===== src/rtl/irrigation_cycle_controller_pkg.sv =====
// Shared definitions for the irrigation tank-cycle sequencer.
// The state encodings are decoded directly by the pesticide verification
// block: 01 is the only dosing window and 10 clears its latch, so the
// values are fixed and must not be re-encoded.
package irrigation_cycle_controller_pkg;

   typedef enum logic [1:0] {
      ST_IDLE  = 2'b00,
      ST_FILL  = 2'b01,
      ST_IRRIG = 2'b11,
      ST_CLEAN = 2'b10
   } cycle_state_t;

   localparam int CYCLES_W = 8;

   typedef struct packed {
      logic valve_in;
      logic valve_out;
      logic pump;
   } actuator_t;

   // Actuators are a pure function of the cycle state.
   function automatic actuator_t actuator_decode(input cycle_state_t st);
      actuator_t a;
      a = '0;
      case (st)
         ST_FILL:  a.valve_in = 1'b1;
         ST_IRRIG: a.pump     = 1'b1;
         ST_CLEAN: begin
            a.valve_in  = 1'b1;
            a.valve_out = 1'b1;
         end
         default:  a = '0;
      endcase
      return a;
   endfunction

endpackage


===== src/rtl/irrigation_cycle_controller_debouncer.sv =====
// Start-button debouncer.
// Synchronises the raw button, accepts a new level only after it has been
// seen stable for STABLE_CYCLES consecutive samples, and emits a single-cycle
// pulse when the accepted level rises. Releases produce no pulse.
// A clean press first sampled at edge 1 yields the pulse in the cycle after
// edge STABLE_CYCLES+2.
// Ports:
//   clk   in  system clock
//   init  in  synchronous active-high reset
//   btn   in  raw asynchronous button
//   pulse out one-cycle start request
module debouncer #(
   parameter int STABLE_CYCLES = 4
) (
   input  logic clk,
   input  logic init,
   input  logic btn,
   output logic pulse
);

   localparam int CNT_W = (STABLE_CYCLES > 1) ? $clog2(STABLE_CYCLES) : 1;

   logic             sync_p0;
   logic             sync_p1;
   logic             stable_q;
   logic [CNT_W-1:0] cnt_q;

   always_ff @(posedge clk) begin
      if (init) begin
         sync_p0  <= 1'b0;
         sync_p1  <= 1'b0;
         stable_q <= 1'b0;
         cnt_q    <= '0;
         pulse    <= 1'b0;
      end else begin
         // stage p0 -> p1: two-flop synchroniser
         sync_p0 <= btn;
         sync_p1 <= sync_p0;
         // stage p1 -> stable: any disagreement must persist to be accepted
         pulse   <= 1'b0;
         if (sync_p1 == stable_q) begin
            cnt_q <= '0;
         end else if (cnt_q == CNT_W'(STABLE_CYCLES - 1)) begin
            stable_q <= sync_p1;
            cnt_q    <= '0;
            pulse    <= sync_p1;
         end else begin
            cnt_q <= cnt_q + 1'b1;
         end
      end
   end

endmodule


===== src/rtl/irrigation_cycle_controller.sv =====
// Tank-cycle sequencer: fill, irrigate, and a mandatory rinse whenever
// pesticide entered the tank during the cycle.
// Ports:
//   clk          in  system clock
//   init         in  synchronous active-high reset, overrides all inputs
//   start_btn    in  raw operator start button
//   level_full   in  tank-full sensor (synchronous)
//   level_empty  in  tank-empty sensor (synchronous)
//   pesticide_on in  pesticide-present flag from the verification block
//   state        out cycle state 00 IDLE, 01 FILL, 11 IRRIGATE, 10 CLEAN
//   valve_in     out inlet valve open
//   valve_out    out drain valve open
//   pump         out irrigation pump on
//   fault        out sticky fill-timeout / sensor-contradiction fault
//   cycles_done  out completed irrigation cycles, wraps at 256
// TIMER_W must hold max(FILL_TIMEOUT, CLEAN_CYCLES).
module irrigation_cycle_controller
   import irrigation_cycle_controller_pkg::*;
#(
   parameter int FILL_TIMEOUT    = 64,
   parameter int CLEAN_CYCLES    = 8,
   parameter int TIMER_W         = 8,
   parameter int DEBOUNCE_CYCLES = 4
) (
   input  logic                clk,
   input  logic                init,
   input  logic                start_btn,
   input  logic                level_full,
   input  logic                level_empty,
   input  logic                pesticide_on,
   output logic [1:0]          state,
   output logic                valve_in,
   output logic                valve_out,
   output logic                pump,
   output logic                fault,
   output logic [CYCLES_W-1:0] cycles_done
);

   cycle_state_t        state_q, state_d;
   logic [TIMER_W-1:0]  timer_q, timer_d;
   logic [CYCLES_W-1:0] cycles_q, cycles_d;
   logic                fault_q, fault_d;
   logic                pest_q, pest_d;
   logic                start_pulse;
   actuator_t           act;

   debouncer #(
      .STABLE_CYCLES(DEBOUNCE_CYCLES)
   ) u_debouncer (
      .clk  (clk),
      .init (init),
      .btn  (start_btn),
      .pulse(start_pulse)
   );

   always_ff @(posedge clk) begin
      if (init) begin
         state_q  <= ST_IDLE;
         timer_q  <= '0;
         cycles_q <= '0;
         fault_q  <= 1'b0;
         pest_q   <= 1'b0;
      end else begin
         state_q  <= state_d;
         timer_q  <= timer_d;
         cycles_q <= cycles_d;
         fault_q  <= fault_d;
         pest_q   <= pest_d;
      end
   end

   always_comb begin
      state_d  = state_q;
      cycles_d = cycles_q;
      fault_d  = fault_q;
      // Pesticide seen on the exit edge of IRRIGATE still forces a clean,
      // so the IRRIGATE branch tests the updated flag, not the register.
      pest_d   = pest_q | (pesticide_on & (state_q == ST_FILL || state_q == ST_IRRIG));

      case (state_q)
         ST_IDLE: begin
            if (start_pulse) begin
               state_d = ST_FILL;
               fault_d = 1'b0;
            end
         end
         ST_FILL: begin
            // A full tank wins over a timeout on the same edge.
            if (level_full) begin
               if (level_empty) begin
                  state_d = ST_IDLE;
                  fault_d = 1'b1;
               end else begin
                  state_d = ST_IRRIG;
               end
            end else if (timer_q == TIMER_W'(FILL_TIMEOUT - 1)) begin
               state_d = ST_IDLE;
               fault_d = 1'b1;
            end
         end
         ST_IRRIG: begin
            if (level_empty) begin
               cycles_d = cycles_q + 1'b1;
               state_d  = pest_d ? ST_CLEAN : ST_IDLE;
            end
         end
         ST_CLEAN: begin
            if (timer_q == TIMER_W'(CLEAN_CYCLES - 1)) begin
               state_d = ST_IDLE;
               pest_d  = 1'b0;
            end
         end
         default: state_d = ST_IDLE;
      endcase

      // Timer counts cycles spent in the current state; idle holds it at 0.
      if (state_d != state_q || state_q == ST_IDLE) begin
         timer_d = '0;
      end else begin
         timer_d = timer_q + 1'b1;
      end
   end

   always_comb begin
      act         = actuator_decode(state_q);
      state       = state_q;
      valve_in    = act.valve_in;
      valve_out   = act.valve_out;
      pump        = act.pump;
      fault       = fault_q;
      cycles_done = cycles_q;
   end

endmodule

===== config.mk =====
export PLATFORM = sky130hd
export DESIGN_NAME = irrigation_cycle_controller
export DESIGN_NICKNAME = d
export VERILOG_FILES = /design/src/rtl/irrigation_cycle_controller_pkg.sv /design/src/rtl/irrigation_cycle_controller_debouncer.sv /design/src/rtl/irrigation_cycle_controller.sv
export SDC_FILE = /design/constraint.sdc
export NUM_CORES = 1
export LEC_CHECK = 0
export CAP_MARGIN = 15
export CORE_UTILIZATION = 50
export DETAILED_ROUTE_END_ITERATION = 12
export PLACE_DENSITY = 0.74
export SKIP_CTS_REPAIR_TIMING = 1
export SYNTH_ARGS = -nofsm -noshare
export SYNTH_HDL_FRONTEND = slang
export SYNTH_SLANG_ARGS = --single-unit

===== constraint.sdc =====
create_clock -name clk -period 2.5 [get_ports clk]
set_clock_uncertainty 0.2 [all_clocks]
set_input_delay 0.375 -clock clk [delete_from_list [all_inputs] [get_ports clk]]
set_output_delay 0.375 -clock clk [all_outputs]
set_load 0.01 [all_outputs]

* Word-level counts from Yosys, hierarchy flattened
Index checks and enable logic that the tools add are counted.
** Operators by class
- $add $sub $neg :: 3
- Equal/unequal tests :: 11
- Multiplexer cells :: 18
- Bitwise gates (word level) :: 4
- Reduce and logical (&&, ||, !) cells :: 11
** Operators with widths (number)
- $add 8x1->8 const B :: 2
- $mux 2 :: 7
- $mux 1 :: 9
- $eq 8x3->1 const B :: 1
- $eq 8x6->1 const B :: 1
- $pmux 2 s4 :: 1
- $eq 2x2->1 const B :: 3
- $reduce_or 3->1 :: 2
- $reduce_and 2->1 :: 2
- $reduce_and 4->1 :: 1
- $reduce_or 2->1 :: 2
- $ne 3x2->1 const B :: 1
- $ne 3x3->1 const B :: 1
- $add 2x1->2 const B :: 1
- $eq 2x1->1 const B :: 1
- $logic_not 2->1 :: 1
- $logic_or 1x1->1 :: 2
- $ne 2x1->1 const B :: 1
- $ne 2x2->1 :: 1
- $not 1->1 :: 2
- $pmux 1 s2 :: 1
- $reduce_bool 2->1 :: 1
- $and 1x1->1 :: 1
- $eq 1x1->1 :: 1
- $or 1x1->1 :: 1
** Storage, ports and cells
- Register bits :: 26
- Bits of input ports :: 6
- Output and inout port bits :: 14

* Longest topological paths before layout
Gate-level depths: netlist of the first run.
- Depth after elaboration :: 10
- Depth in mapped cells :: 6
- Gate-level depth less buffers :: 6

* Hierarchy
Synthesis of the first run repeated with hierarchy kept, for this count alone.
** Unflattened totals
- Cell total of the unflattened synthesis :: 128
- Area total of the unflattened synthesis :: 1231.2 um^2
** By module, submodules not included
- irrigation_cycle_controller :: times used 1, cells an instance 113, area an instance 1029.7 um^2, seq. area each 400.4 um^2
- debouncer :: times used 1, cells an instance 15, area an instance 201.4 um^2, seq. area each 120.1 um^2

* Least setup slack after synthesis of the first run
Ideal clock, no wire load.
- Path type :: register to register
- Start :: register state_q[1] (netlist: state[1])
- End :: register timer_q[2]
- Setup time :: 139 ps
- Arrival :: 1691 ps
- Setup slack :: 470 ps
- Stages on the path, launching flop included :: 7
- Buffers on the path :: 0
- Clock period less this slack :: 2030 ps
- Cell sequence :: dfxtp_1 > inv_1 > ha_1 > nand3b_1 > o2111ai_1 > a2111oi_4 > nor3_1
** On the way
- Word-level cells in the longest chain between the ends :: 10
- Elaborated cells on any way between the ends :: 17
** Ends and longest elaborated chain
- start: declaration :: line irrigation_cycle_controller.sv:39 : cycle_state_t state_q, state_d;
- start signal: assignment :: line irrigation_cycle_controller.sv:64 : state_q <= state_d;
- $eq 2x1->1 or $eq 2x2->1 (tied branches) :: line irrigation_cycle_controller.sv:78, irrigation_cycle_controller.sv:80
- $logic_or 1x1->1 :: line irrigation_cycle_controller.sv:78 : pest_d = pest_q | (pesticide_on & (state_q == ST_FILL || state_q == ST_IRRIG));
- $and 1x1->1 :: line irrigation_cycle_controller.sv:78
- $or 1x1->1 :: line irrigation_cycle_controller.sv:78
- $mux 2 :: line irrigation_cycle_controller.sv:104 : state_d = pest_d ? ST_CLEAN : ST_IDLE;
- $mux 2 :: line irrigation_cycle_controller.sv:102 : if (level_empty) begin
- $pmux 2 s4 :: line irrigation_cycle_controller.sv:80 : case (state_q)
- $ne 2x2->1 :: line irrigation_cycle_controller.sv:117 : if (state_d != state_q || state_q == ST_IDLE) begin
- $logic_or 1x1->1 * :: line irrigation_cycle_controller.sv:117
- $reduce_or 2->1 (no line) *
- end signal: assignment :: line irrigation_cycle_controller.sv:65 : timer_q <= timer_d;
- end: declaration :: line irrigation_cycle_controller.sv:40 : logic [TIMER_W-1:0] timer_q, timer_d;
Every way passes the cells marked *; elsewhere a longest branch is shown, timed or not.
A chain may end at the register's enable or synchronous reset.

* Final worst setup path of the first run
- Start :: register state_q[0] (netlist: state[0])
- End :: output valve_in
** On the way
- Word-level cells in the longest chain between the ends :: 3
- Elaborated cells on any way between the ends :: 4
** Ends and longest elaborated chain
- $eq 2x1->1 or $eq 2x2->1 (tied branches) :: line irrigation_cycle_controller_pkg.sv:26 : case (st)
- $reduce_or 2->1 (no line) *
- $mux 1 * :: line irrigation_cycle_controller_pkg.sv:26
- end: declaration :: line irrigation_cycle_controller.sv:32 : output logic valve_in,
Marks and branches as above.

==> results of run 1 <==
[critical path: cells and delay by family (launching register included)]
| family | cells | cell delay [ps] |
|---|---|---|
| fa+ha+maj | 1 | 290 |
| buf+inv | 2 | 620 |
| flops | 1 | 490 |
[per-stage QoR]
step	power [W]	hold WS, ps	worst slack (ps)	utilization	cells
floorplan	0.000480	197	470	-	132
CTS	0.000794	237	169	0.666	182
global placement	0.000506	205	182	0.642	178
finish	0.000786	232	184	0.666	182
global route	0.000818	250	74.0	0.666	182
detailed placement	0.000508	217	124	0.642	178
[where the power goes]
group          internal, W  switching (W)
combinational    0.0000337      0.0000384
clock             0.000162       0.000124
sequential        0.000421     0.00000677
[layer usage]
metal  part of all wire  track usage  routed length [um]
met2               0.48        0.364                1140
met4              0.020        0.116                  48
met5                  0            0                   0
met1               0.46        0.237                1090
met3              0.034       0.0387                  81
[flip-flops by register name (all words and copies together), names as in the netlist]
name	count
u_debouncer.sync_p0	1
u_debouncer.stable_q	1
cycles_done	8
timer_q	8
u_debouncer.pulse	1
pest_q	1
fault	1
u_debouncer.sync_p1	1
state	2
u_debouncer.cnt_q	2
[final cells by class]
class | count | area (um2) | share of cell area
Clock buffer | 3 | 22.5 | 0.0152
Clock inverter | 1 | 30.0 | 0.0202
Inverter | 6 | 22.5 | 0.0152
Multi-Input combinational cell | 97 | 651 | 0.438
Sequential cell | 26 | 520 | 0.350
Tap cell | 28 | 35.0 | 0.0236
Timing Repair Buffer | 21 | 205 | 0.138
[cells in the final DEF, fill, tap and decap left out, types with 2 or more instances in the layout]
cell type / n
nand2_1: 10
or3_1: 2
nand4_1: 3
o21ai_0: 4
o31ai_1: 2
buf_4: 2
xnor2_1: 8
inv_1: 6
nor3_1: 13
nor2_1: 13
dfxtp_1: 26
ha_1: 7
nand3_1: 4
clkbuf_4: 3
clkdlybuf4s50_1: 19
nor2b_1: 3
xor2_1: 5
a21oi_1: 5
[cells by family (layout without fill, tap and decap cells)]
family	count (synthesis)	after routing	share of synthesized area
mux	1	1	0.00831
xor+xnor	13	13	0.0945
buf+inv	9	31	0.0280
compound gates	20	20	0.130
fa+ha+maj	7	7	0.0727
flops	26	26	0.432
simple gates	56	56	0.235
[worst max path at each step]
| stage | end | slack (ps) | startpoint | cells past startpoint |
|---|---|---|---|---|
| finish | valve_in | 180 | state[0]$_SDFF_PP0_ | 3 |
| global route | valve_in | 70 | state[0]$_SDFF_PP0_ | 3 |
| CTS | valve_in | 170 | state[0]$_SDFF_PP0_ | 3 |
| detailed placement | timer_q[2]$_SDFF_PP0_ | 120 | level_empty | 5 |
| global placement | timer_q[5]$_SDFF_PP0_ | 180 | level_empty | 5 |
| floorplan | timer_q[2]$_SDFF_PP0_ | 470 | state[1]$_SDFF_PP0_ | 6 |
==> results_dict.tcl, run 1 <==
set metrics [dict create \
    status "finished clean" \
    crit_chain "inv_1 > ha_1 > clkdlybuf4s50_1" \
    endpoint_kind "output port" \
    finalHoldViolCount 0 \
    synth_top_area_cell "dfxtp_1" \
    synth_common_cells "dfxtp_1 (26), nor2_1 (13), nor3_1 (13)" \
    worstHoldStart "u_debouncer.cnt_q[0]$_SDFF_PP0_" \
    grt_use_total 0.209 \
    final.setup.tns_ps 0 \
    cts_sinks 26 \
    slew_violations 0 \
    worstHoldPathCells 1 \
    max_stage_delay_ps 520 \
    portBuffers 19 \
    grt_max_degree 16 \
    relSlewSlack 0.645 \
    core_um2 2230 \
    rrSetupSlack_ps 270 \
    critPathSlowestCell "clkdlybuf4s50_1" \
    ys_ff_latch 26 \
    finalSetupViolations 0 \
    postRouteAntennaNets 0 \
    power_density_nw_per_um2 529 \
    netlist_area_um2 1200 \
    io_pins 20 \
    rsz0062_at_grt "no" \
    synth_edf_count 0 \
    grt_pass1_wl_um 4030 \
    power.leakage_nw 0.516 \
    dp_hpwl_um 1800 \
    synthesis.nets 145 \
    drtPass1Iterations 4 \
    synthesis.instances 132 \
    fp.dieH_um 51.1 \
    drtIter0Drc 7 \
    crit_path_max_fanout 8 \
    synth_cell_types 34 \
    initial_core_util 0.539 \
    fillCellCount 191 \
    design_area_um2 1490 \
    synth.most_common_cell "dfxtp_1" \
    clkLatencyLatePin_ps 330 \
    clk_pin_slew_ps 140 \
    required_ps 1920 \
    place.gp.congestion 0.759 \
    vias 1003 \
    htreeDepth 1 \
    viasPerCell 5.51 \
    ys_warn_count 0 \
    min_path_type "reg -> reg" \
    drc_errors 0 \
    drt-total-wl_um 2360 \
    ys_async_sr_fraction 0 \
    avgSynthCellArea_um2 9.13 \
    rows 17 \
    overflow 0 \
    numCtsBuffers 3 \
    min_to "u_debouncer.cnt_q[0]$_SDFF_PP0_" \
    critPathArrivalTime_ps 1740 \
    antenna_cells 0 \
    synth_area_leaders "dfxtp_1 (43%), ha_1 (7.3%), xnor2_1 (5.8%)" \
    synthToLayoutAreaGrowth_pct 23.4 \
    drive_gt1_frac 0.0519 \
    yosysSeqAreaShare 0.432 \
    antenna_found_initial 0 \
    grt_pass1_vias 960 \
    fin_nets 168 \
    root_buffer "clkbuf_4" \
    die_w_um 51.1 \
    synth-main-ff-cell "dfxtp_1" \
    start_kind "register" \
    reg2reg_to "timer_q[2]$_SDFF_PP0_" \
    wl_per_cell_um 13.0 \
    crit_type "reg -> out" \
    fin_crit_sh 0.926 \
    dieArea_um2 2610 \
    synth_top_area_frac 0.432 \
    cap_violations 0 \
    worst_pin_slew_ps 532 \
    cts_buffer_depth 2 \
    ir_worst_vdd_mv 0.520 \
    period_needed_ps 2320 \
    reg2reg_depth 6 \
    cts_tree "yes" \
    r2r-start "state[1]$_SDFF_PP0_" \
    fmax_mhz 432 \
    placed_area_um2 1430 \
]
No activity file was read; power rests on OpenSTA's default activity.
==> inputs of run 2 (changes only) <==
--- a/config.mk
+++ b/config.mk
@@ -5,6 +5,7 @@
 export SDC_FILE = /design/constraint.sdc
 export NUM_CORES = 1
 export LEC_CHECK = 0
+export ABC_CLOCK_PERIOD_IN_PS = 2300
 export CAP_MARGIN = 15
 export CORE_UTILIZATION = 50
 export DETAILED_ROUTE_END_ITERATION = 12
==> constraint.sdc (replaced) <==
create_clock -name clk -period 2.3 [get_ports clk]
set_clock_uncertainty 0.2 [all_clocks]
set_input_delay 0.345 -clock clk [delete_from_list [all_inputs] [get_ports clk]]
set_output_delay 0.345 -clock clk [all_outputs]
set_load 0.01 [all_outputs]
==> results_dict.tcl, run 2 (synthesis gave the netlist of run 1 again) <==
set metrics [dict create \
    dp_hpwl_um 1750 \
    grt_pass1_vias 978 \
    required_ps 1750 \
    fin_crit_sh 0.942 \
    finalSetupViolations 0 \
    relSlewSlack 0.779 \
    wl_per_cell_um 12.6 \
    critPathArrivalTime_ps 1620 \
    cts_tree "yes" \
    multi_input_area_um2 651 \
    drtIter0Drc 13 \
    final_cell_mix "dfxtp_1 (24), clkdlybuf4s50_1 (19), nor2_1 (13), nor3_1 (13), nand2_1 (10)" \
    fmax_mhz 461 \
    vias 1014 \
    status "finished clean" \
    antenna_cells 0 \
    rows 17 \
    final.setup.tns_ps 0 \
    clkLatencyLatePin_ps 300 \
    fillCellCount 193 \
    numCtsBuffers 3 \
    fin_nets 171 \
    cts_buffer_depth 2 \
    endpoint_kind "output port" \
    power.leakage_nw 0.517 \
    cts_sinks 26 \
    power_density_nw_per_um2 492 \
    slew_violations 0 \
    crit_path_max_fanout 8 \
    start_kind "register" \
    setup_ws_ps 133 \
    drt-total-wl_um 2320 \
    htreeDepth 1 \
    synthToLayoutAreaGrowth_pct 22.9 \
    drtPass1Iterations 4 \
    ff_latch_area_um2 523 \
    grt_use_total 0.203 \
    finalHoldViolCount 0 \
    fp.dieH_um 51.1 \
    initial_core_util 0.539 \
    place.gp.congestion 0.865 \
    dieArea_um2 2610 \
    crit_type "reg -> out" \
    die_w_um 51.1 \
    layout_commonest_cell "dfxtp_1" \
    root_buffer "clkbuf_4" \
    rsz0062_at_grt "no" \
    clk_pin_slew_ps 120 \
    viasPerCell 5.51 \
    ir_worst_vdd_mv 0.476 \
    cap_violations 0 \
    overflow 0 \
    period_needed_ps 2170 \
    drive_gt1_frac 0.0769 \
    drc_errors 0 \
    pre_cts_ws_ps 146 \
    worst_pin_slew_ps 330 \
    min_path_type "reg -> reg" \
    portBuffers 19 \
    io_pins 20 \
    grt_max_degree 19 \
    grt_pass1_wl_um 4040 \
    core_um2 2230 \
    antenna_found_initial 0 \
    postRouteAntennaNets 0 \
]
-- run 2: cell count changes in the layout (fill, tap and decap cells not counted) --
cell       change
dfxtp_2        +2
dfxtp_1        -2
bufinv_16      -1
buf_4          +3
-- run 2: through the flow --
step | cells | utilization | total power, W | hold WS [ps] | instance area (um2)
2_1_floorplan | 132 | - | 0.000522 | 197 | 1200
3_3_place_gp | 181 | 0.652 | 0.000558 | 206 | 1460
3_5_place_dp | 181 | 0.652 | 0.000559 | 216 | 1460
4_1_cts | 184 | 0.662 | 0.000734 | 234 | 1480
5_1_grt | 184 | 0.663 | 0.000766 | 253 | 1480
6_report | 184 | 0.663 | 0.000728 | 233 | 1480
-- run 2: final cells by class --
type                       instances  area share
multi-input combinational         97       0.439
sequential                        26       0.353
timing repair buffer              24       0.154
tap                               28      0.0236
clock buffer                       3      0.0152
inverter                           6      0.0152
-- run 2: worst max-delay path: stages (launching register included) --
cell	delay [ps]
dfxtp_2	430
inv_1	80
ha_1	280
clkdlybuf4s50_1	530
-- run 2: metal layers --
metal  track usage  vias up  wire length, um
met5             0        -                0
met4        0.0694        0               12
met3        0.0387        2               98
met2         0.331       23             1080
met1         0.266      476             1140
li1              -      513                -
-- run 2: power by group --
part	leakage (nW)	switching, W	internal [W]
sequential	0.211	0.00000791	0.000458
combinational	0.292	0.0000427	0.0000421
clock	0.0138	0.000117	0.0000610
total	0.517	0.000167	0.000561
-- run 2: path summary, 6_finish.rpt --
kind | depth (start not counted) | slack (ps) | to | startpoint
max | 3 | 130 | valve_in | state[0]$_SDFF_PP0_
min | 1 | 230 | u_debouncer.cnt_q[0]$_SDFF_PP0_ | u_debouncer.cnt_q[0]$_SDFF_PP0_
max reg2reg | 6 | 260 | timer_q[0]$_SDFF_PP0_ | timer_q[0]$_SDFF_PP0_
min reg2reg | 1 | 230 | u_debouncer.cnt_q[0]$_SDFF_PP0_ | u_debouncer.cnt_q[0]$_SDFF_PP0_
